==> src/rtl/memaccess.sv <==
// memaccess: LC3 memory-access stage between execute and writeback.
// Runs LD/LDR, LDI, ST/STR and STI against a variable-latency data memory
// (req/ready handshake). Indirect ops make two back-to-back accesses, the
// first one fetching the pointer. Every access has its own wait timeout.
// Ports:
//   clk, rst                    clock (rising edge), async active-low reset
//   start, mem_op, M_Addr, M_Data  operation request, sampled in IDLE only
//   d_req, d_we, d_addr, d_din  memory request side (stable until d_ready)
//   d_dout, d_ready             memory response side
//   memout                      last loaded value, held between loads
//   busy, done, enable_writeback, err  status; done/ewb/err are 1-cycle pulses
module memaccess #(
  parameter int TIMEOUT = 255
) (
  input  logic        clk,
  input  logic        rst,
  input  logic        start,
  input  logic [1:0]  mem_op,
  input  logic [15:0] M_Addr,
  input  logic [15:0] M_Data,
  output logic        d_req,
  output logic        d_we,
  output logic [15:0] d_addr,
  output logic [15:0] d_din,
  input  logic [15:0] d_dout,
  input  logic        d_ready,
  output logic [15:0] memout,
  output logic        busy,
  output logic        done,
  output logic        enable_writeback,
  output logic        err
);

  typedef enum logic [1:0] {IDLE, ACC1, ACC2, FIN} st_t;

  // mem_op encoding: bit1 = store, bit0 = indirect
  localparam logic [7:0] TMO_LAST = 8'(TIMEOUT - 1);

  st_t         state_q, state_d;
  logic [1:0]  op_q, op_d;
  logic [15:0] addr_q, addr_d;
  logic [15:0] data_q, data_d;
  logic [15:0] ind_q, ind_d;
  logic [15:0] memout_q, memout_d;
  logic [7:0]  cnt_q, cnt_d;
  logic        err_q, err_d;
  logic        tmo;

  // d_ready in the last allowed cycle still completes the access
  assign tmo = (TIMEOUT != 0) && (cnt_q == TMO_LAST) && !d_ready;

  always_ff @(posedge clk or negedge rst) begin
    if (!rst) begin
      state_q  <= IDLE;
      op_q     <= '0;
      addr_q   <= '0;
      data_q   <= '0;
      ind_q    <= '0;
      memout_q <= '0;
      cnt_q    <= '0;
      err_q    <= 1'b0;
    end else begin
      state_q  <= state_d;
      op_q     <= op_d;
      addr_q   <= addr_d;
      data_q   <= data_d;
      ind_q    <= ind_d;
      memout_q <= memout_d;
      cnt_q    <= cnt_d;
      err_q    <= err_d;
    end
  end

  always_comb begin
    state_d  = state_q;
    op_d     = op_q;
    addr_d   = addr_q;
    data_d   = data_q;
    ind_d    = ind_q;
    memout_d = memout_q;
    cnt_d    = cnt_q;
    err_d    = err_q;
    unique case (state_q)
      IDLE: if (start) begin
        op_d    = mem_op;
        addr_d  = M_Addr;
        data_d  = M_Data;
        err_d   = 1'b0;
        cnt_d   = '0;
        state_d = ACC1;
      end
      ACC1: begin
        if (d_ready) begin
          cnt_d = '0;
          if (op_q[0]) begin
            ind_d   = d_dout;
            state_d = ACC2;
          end else begin
            if (!op_q[1]) memout_d = d_dout;
            state_d = FIN;
          end
        end else if (tmo) begin
          err_d   = 1'b1;
          state_d = FIN;
        end else begin
          cnt_d = cnt_q + 8'd1;
        end
      end
      ACC2: begin
        if (d_ready) begin
          if (!op_q[1]) memout_d = d_dout;
          state_d = FIN;
        end else if (tmo) begin
          err_d   = 1'b1;
          state_d = FIN;
        end else begin
          cnt_d = cnt_q + 8'd1;
        end
      end
      FIN:     state_d = IDLE;
      default: state_d = IDLE;
    endcase
  end

  // Everything below is decoded from registers, so reset clears it at once
  assign d_req            = (state_q == ACC1) || (state_q == ACC2);
  // The pointer fetch of STI is a read; only the final store access writes
  assign d_we             = d_req && op_q[1] && ((state_q == ACC2) || !op_q[0]);
  assign d_addr           = (state_q == ACC2) ? ind_q : addr_q;
  assign d_din            = data_q;
  assign memout           = memout_q;
  assign busy             = (state_q != IDLE);
  assign done             = (state_q == FIN);
  assign enable_writeback = (state_q == FIN) && !err_q && !op_q[1];
  assign err              = (state_q == FIN) && err_q;

endmodule

==> config.mk <==
export PLATFORM = sky130hd
export DESIGN_NAME = memaccess
export DESIGN_NICKNAME = d
export VERILOG_FILES = /design/src/rtl/memaccess.sv
export SDC_FILE = /design/constraint.sdc
export NUM_CORES = 1
export LEC_CHECK = 0
export ABC_AREA = 1
export CELL_PAD_IN_SITES_DETAIL_PLACEMENT = 1
export CELL_PAD_IN_SITES_GLOBAL_PLACEMENT = 1
export CORE_ASPECT_RATIO = 1.25
export CORE_MARGIN = 2
export CORE_UTILIZATION = 37
export CTS_CLUSTER_DIAMETER = 200
export DETAILED_ROUTE_END_ITERATION = 12
export GPL_ROUTABILITY_DRIVEN = 1
export PLACE_DENSITY = 0.92
export SETUP_SLACK_MARGIN = 0.3
export SYNTH_ARGS = -nofsm -noshare
export SYNTH_HDL_FRONTEND = slang
export SYNTH_SLANG_ARGS = --single-unit
==> constraint.sdc <==
create_clock -name clk -period 4.33 [get_ports clk]
set_clock_uncertainty 0.05 [all_clocks]
set_input_delay 0.866 -clock clk [delete_from_list [all_inputs] [get_ports clk]]
set_output_delay 0.866 -clock clk [all_outputs]
set_load 0.02 [all_outputs]
==> out/metrics.cfg, run 1 <==
[run_status]
status = finished, final reports clean

[timing]
rsz0062_at_grt = no
setup_viol = 0
post-route-period-util = 0.855
hold_viol_final = 0
worst_pin_slew_ns = 0.962
maxSlewViolCount = 0
period_minus_slack_ns = 3.70
fmax_mhz = 270
setup-tns-final_ns = 0
max-slew-margin-rel = 0.359

[drt]
vias_per_cell = 4.81
vias = 2817
initialDrtViolationCount = 196
wl_per_cell_um = 16.4
routed_wl_mm = 9.61
drt.antenna.violating_nets = 0
drtPass1Iterations = 4
drcViolationCount = 0

[global_routing]
grtUsageTotal = 0.202
first_global_vias = 3126
overflow = 0
antenna_found_initial = 0
grt_first_pass_wirelength_mm = 15.8
grt_max_degree = 78

[synth]
yosysTopAreaCellShare = 0.563
synth.area.top_cells = dfrtp_1, nand2_1, mux2_2
syn_area_per_cell_um2 = 9.67
async_reset_ff_frac = 1.00
ys_seq_elements = 77
synth_top_area_cell = dfrtp_1
ys_top_cells_by_count = nand2_1, dfrtp_1, inv_1
synth_cells = 354
synth-edff-count = 0
ys.flop_type = dfrtp_1
synthMostInstantiatedCell = nand2_1
ys_types = 28
seq_area_frac_synth = 0.563
ys_warn_count = 0
synth_area_um2 = 3420
syn-num-nets = 415

[layout]
finish.utilization = 0.534
diodes = 0
area_growth_pct = 41.6
nets = 522
drive_above_1_share = 0.121
nFillCells = 1049

[floorplanning]
fp.coreArea_um2 = 9080
row_count = 39
ios = 108
fp.dieH_um = 112
die_area_um2 = 10000
die_w_um = 90.0
initial_core_util = 0.377

[worst_setup_path]
critical_path_required_ns = 3.41
startpoint_type = flop
cp-end-kind = primary output
critical_path_peak_fanout = 20
critical_path_arrival_ns = 2.79
critPathKind = reg2out
rrSetupSlack_ns = 1.93

[placement]
dpl.hpwl_mm = 7.17
routabilityCongestion = 0.845
port_buffers = 107

[hold_path]
hp-class = reg2reg

[power_and_ir_drop]
cellInternalPower_w = 0.00229
switching_share = 0.392
p_comb_frac = 0.493
seqPwrFrac = 0.330
p_leak_nw = 2.27
pwr-share-clk = 0.177
max-vdd-ir-drop_uv = 404
p_sw_w = 0.00148
p_per_area_nw_per_um2 = 778

[clock_tree]
cts_sinks = 77
cts-root-buf = clkbuf_16
cts_setup_buffers = 0
cts_buffers = 9
cts_resized = 0
cts_tree = yes
path_clk_slew_ns = 0.06
clk_path_buf_depth = 2
hold_buffers = 0
clock_latency_ns = 0.33
htree_num_levels = 3

[flow_run]
maxCapViolations = 0

[per-layer routing]
layer	track usage	share of wire	vias up
li1	-	-	1335
met1	0.227	0.39	1400
met2	0.360	0.54	58
met3	0.0426	0.032	24
met4	0.104	0.035	0
met5	0	0	-
[final cells by class]
type	count	area, µm²	share of cell area
inverters	40	150	0.0310
well taps	123	154	0.0318
repair buffers	109	1080	0.224
clock inverters	2	12.5	0.00258
flip-flops and latches	77	1930	0.398
clock buffers	11	243	0.0501
multi-input cells	224	1280	0.263
[cell families after synthesis]
logic type,Yosys count,share of synthesized area
xor gates and xnor gates,2,0.00512
and+or+nand+nor,136,0.159
DFF,77,0.563
AOI/OAI and AO/OA,46,0.0750
adders and majority gates,7,0.0256
buffers and inverters,53,0.0640
muxes,33,0.109
[cells in the final DEF (no fill, tap or decap), types with 2 or more instances in the layout]
cell type	instances
nor2_1	13
buf_4	3
mux2_2	33
ha_1	7
o21ai_0	21
nand2_1	109
xor2_1	2
dfrtp_1	77
o21ai_1	16
inv_2	2
clkbuf_16	9
nand3_1	6
nand4_1	2
clkdlybuf4s50_1	106
inv_1	38
nand2_2	2
o21bai_1	2
a21oi_1	2
[state kept, by name, summed over array words and instances, names as in the netlist]
signal	count
op_q	2
memout	16
state_q	2
cnt_q	8
d_din	16
ind_q	16
err_q	1
addr_q	16
[worst max-delay path: stages, from the launching register on]
cell and delay [ns]:
dfrtp_1 0.40, inv_1 0.15, ha_1 0.58, inv_2 0.31, a211oi_1 0.32, clkdlybuf4s50_1 0.67
[final timing paths]
check | start | endpoint | depth (start not counted)
setup / recovery | state_q[0] | d_we | 5
hold / removal | ind_q[9] | ind_q[9] | 2
setup reg to reg | state_q[0] | memout[9] | 7
hold reg to reg | ind_q[9] | ind_q[9] | 2
max in group asynchronous | rst | memout[8] | 1
min in group asynchronous | rst | d_din[13] | 1
[power by group through the flow]
stage / Clock, W / Combinational [W] / Sequential, W
floorplan: 0 / 0.000888 / 0.00138
global placement: 0 / 0.00179 / 0.00123
detailed placement: 0 / 0.00186 / 0.00125
CTS: 0.000681 / 0.00188 / 0.00125
global route: 0.000713 / 0.00200 / 0.00129
finish: 0.000667 / 0.00186 / 0.00124
[through the flow]
step	hold slack, ns	worst slack [ns]	cell area [µm²]	cells	power [W]
2_1_floorplan	0.403	1.85	3420	354	0.00226
3_3_place_gp	0.419	1.15	4590	573	0.00301
3_5_place_dp	0.429	1.02	4590	573	0.00311
4_1_cts	0.443	0.611	4850	586	0.00381
5_1_grt	0.465	0.437	4850	586	0.00400
6_report	0.441	0.628	4850	586	0.00377
Power figures use the tool's default switching activity.
==> run 2: changes to the inputs <==
--- a/config.mk
+++ b/config.mk
@@ -11,6 +11,7 @@
 export CORE_ASPECT_RATIO = 1.25
 export CORE_MARGIN = 2
 export CORE_UTILIZATION = 37
+export CTS_BUF_LIST = sky130_fd_sc_hd__clkbuf_16
 export CTS_CLUSTER_DIAMETER = 200
 export DETAILED_ROUTE_END_ITERATION = 12
 export GPL_ROUTABILITY_DRIVEN = 1
==> out/metrics.cfg, run 2 (synthesis gave the netlist of run 1 again) <==
[drt]
initialDrtViolationCount = 168  ; -14%
drt.antenna.violating_nets = 0  ; unchanged
vias = 2817  ; unchanged
drtPass1Iterations = 4  ; unchanged
vias_per_cell = 4.81  ; unchanged
wl_per_cell_um = 16.3  ; -0.49%
routed_wl_mm = 9.56  ; -0.49%
drcViolationCount = 0  ; unchanged

[timing]
rsz0062_at_grt = no
max-slew-margin-rel = 0.349  ; -0.0102
setup-tns-final_ns = 0  ; unchanged
post-route-period-util = 0.852  ; -0.00283
maxSlewViolCount = 0  ; unchanged
hold_viol_final = 0  ; unchanged
period_minus_slack_ns = 3.69  ; -0.0123 ns
worst_pin_slew_ns = 0.977  ; +0.0153 ns
setup_viol = 0  ; unchanged
fmax_mhz = 271  ; +0.33%

[clock_tree]
hold_buffers = 0  ; unchanged
cts_resized = 0  ; unchanged
htree_num_levels = 3  ; unchanged
cts_sinks = 77  ; unchanged
clock_latency_ns = 0.33  ; about the same
clk_path_buf_depth = 2  ; unchanged
cts-root-buf = clkbuf_16
cts_buffers = 9  ; unchanged
cts_setup_buffers = 0  ; unchanged
cts_tree = yes
path_clk_slew_ns = 0.06  ; about the same

[placement]
dpl.hpwl_mm = 7.17  ; unchanged
routabilityCongestion = 0.845  ; unchanged
dp_cells = 573  ; unchanged
port_buffers = 107  ; unchanged

[layout]
diodes = 0  ; unchanged
layout_commonest_cell = nand2_1
fin_cells = 586  ; unchanged
final_cell_mix = nand2_1, clkdlybuf4s50_1, dfrtp_1, inv_1, mux2_2
register_area_um2 = 1930  ; unchanged
multiInputGateArea_um2 = 1280  ; unchanged
nets = 522  ; unchanged
nFillCells = 1050  ; +0.095%
area_growth_pct = 41.3
drive_above_1_share = 0.119  ; -0.00216

[global_routing]
grtUsageTotal = 0.200  ; -0.00145
grt_max_degree = 78  ; unchanged
grt_first_pass_wirelength_mm = 15.7  ; -0.61%
first_global_vias = 3104  ; -0.70%
overflow = 0  ; unchanged
antenna_found_initial = 0  ; unchanged

[power_and_ir_drop]
switching_share = 0.393  ; +0.000456
max-vdd-ir-drop_uv = 395  ; -2.4%
p_sw_w = 0.00147  ; -0.70%
pwr-share-clk = 0.173  ; -0.004
p_per_area_nw_per_um2 = 773  ; -0.61%
p_leak_nw = 2.27  ; about the same
cellInternalPower_w = 0.00227  ; -0.89%
p_comb_frac = 0.494  ; about the same
seqPwrFrac = 0.333  ; +0.003

[worst_setup_path]
critical_path_arrival_ns = 2.77  ; -0.02 ns
startpoint_type = flop
slowest_stage = clkdlybuf4s50_1
critPathKind = reg2out
path_delay_family = buffers and inverters
critPathMaxStageDelay_ns = 0.67  ; about the same
path_cells = inv_1, ha_1, inv_2, a211oi_1, clkdlybuf4s50_1
cp.buffers_inverters = 3  ; unchanged
critical_path_peak_fanout = 20  ; unchanged
rrSetupSlack_ns = 1.93  ; about the same
critical_path_required_ns = 3.41  ; about the same
cp-end-kind = primary output

[floorplanning]
die_area_um2 = 10000  ; unchanged
ios = 108  ; unchanged
die_w_um = 90.0  ; unchanged
fp.dieH_um = 112  ; unchanged
fp.coreArea_um2 = 9080  ; unchanged
row_count = 39  ; unchanged
initial_core_util = 0.377  ; unchanged

[run_status]
status = finished, final reports clean

[flow_run]
maxCapViolations = 0  ; unchanged

[hold_path]
hp-class = reg2reg

run 2: per-layer routing:
layer,track usage,vias up,share of wire
met2,0.356,57,0.54
met1,0.229,1408,0.40
li1,-,1332,-
met5,0,-,0
met4,0.110,0,0.031
met3,0.0332,20,0.031
run 2: worst paths after layout:
| kind | startpoint | to | cells after the start |
|---|---|---|---|
| max | state_q[0] | d_we | 5 |
| min reg2reg | ind_q[9] | ind_q[9] | 2 |
| max in group asynchronous | rst | ind_q[7] | 1 |
| min in group asynchronous | rst | d_din[13] | 1 |
| min | ind_q[9] | ind_q[9] | 2 |
| max reg2reg | state_q[0] | memout[9] | 7 |
run 2: worst reg2reg max path, cell delays in order, from the launching register on:
cell       delay, ns
dfrtp_1         0.40
inv_1           0.16
ha_1            0.59
inv_2           0.31
o2111ai_2       0.26
buf_4           0.34
nand2_1         0.12
o21ai_1         0.10
run 2: layout make-up:
class | instances | share of cell area
flip-flops and latches | 77 | 0.398
multi-input cells | 224 | 0.264
repair buffers | 109 | 0.224
clock buffers | 9 | 0.0466
well taps | 123 | 0.0318
inverters | 40 | 0.0310
clock inverters | 4 | 0.00414
run 2: power by group through the flow:
stage          sequential (W)  combinational, W  clock (W)
2_1_floorplan         0.00138          0.000888          0
3_3_place_gp          0.00123           0.00179          0
3_5_place_dp          0.00125           0.00186          0
4_1_cts               0.00125           0.00187   0.000661
5_1_grt               0.00128           0.00199   0.000692
6_report              0.00124           0.00185   0.000646
run 2: stage by stage:
stage               utilization  power [W]  instance area [µm²]  setup WS, ns  hold slack (ns)
floorplan                     -    0.00226                 3420          1.85            0.403
global placement          0.506    0.00301                 4590          1.15            0.419
detailed placement        0.506    0.00311                 4590          1.02            0.429
CTS                       0.533    0.00378                 4840         0.644            0.443
global route              0.533    0.00397                 4840         0.481            0.465
finish                    0.533    0.00374                 4840         0.640            0.441
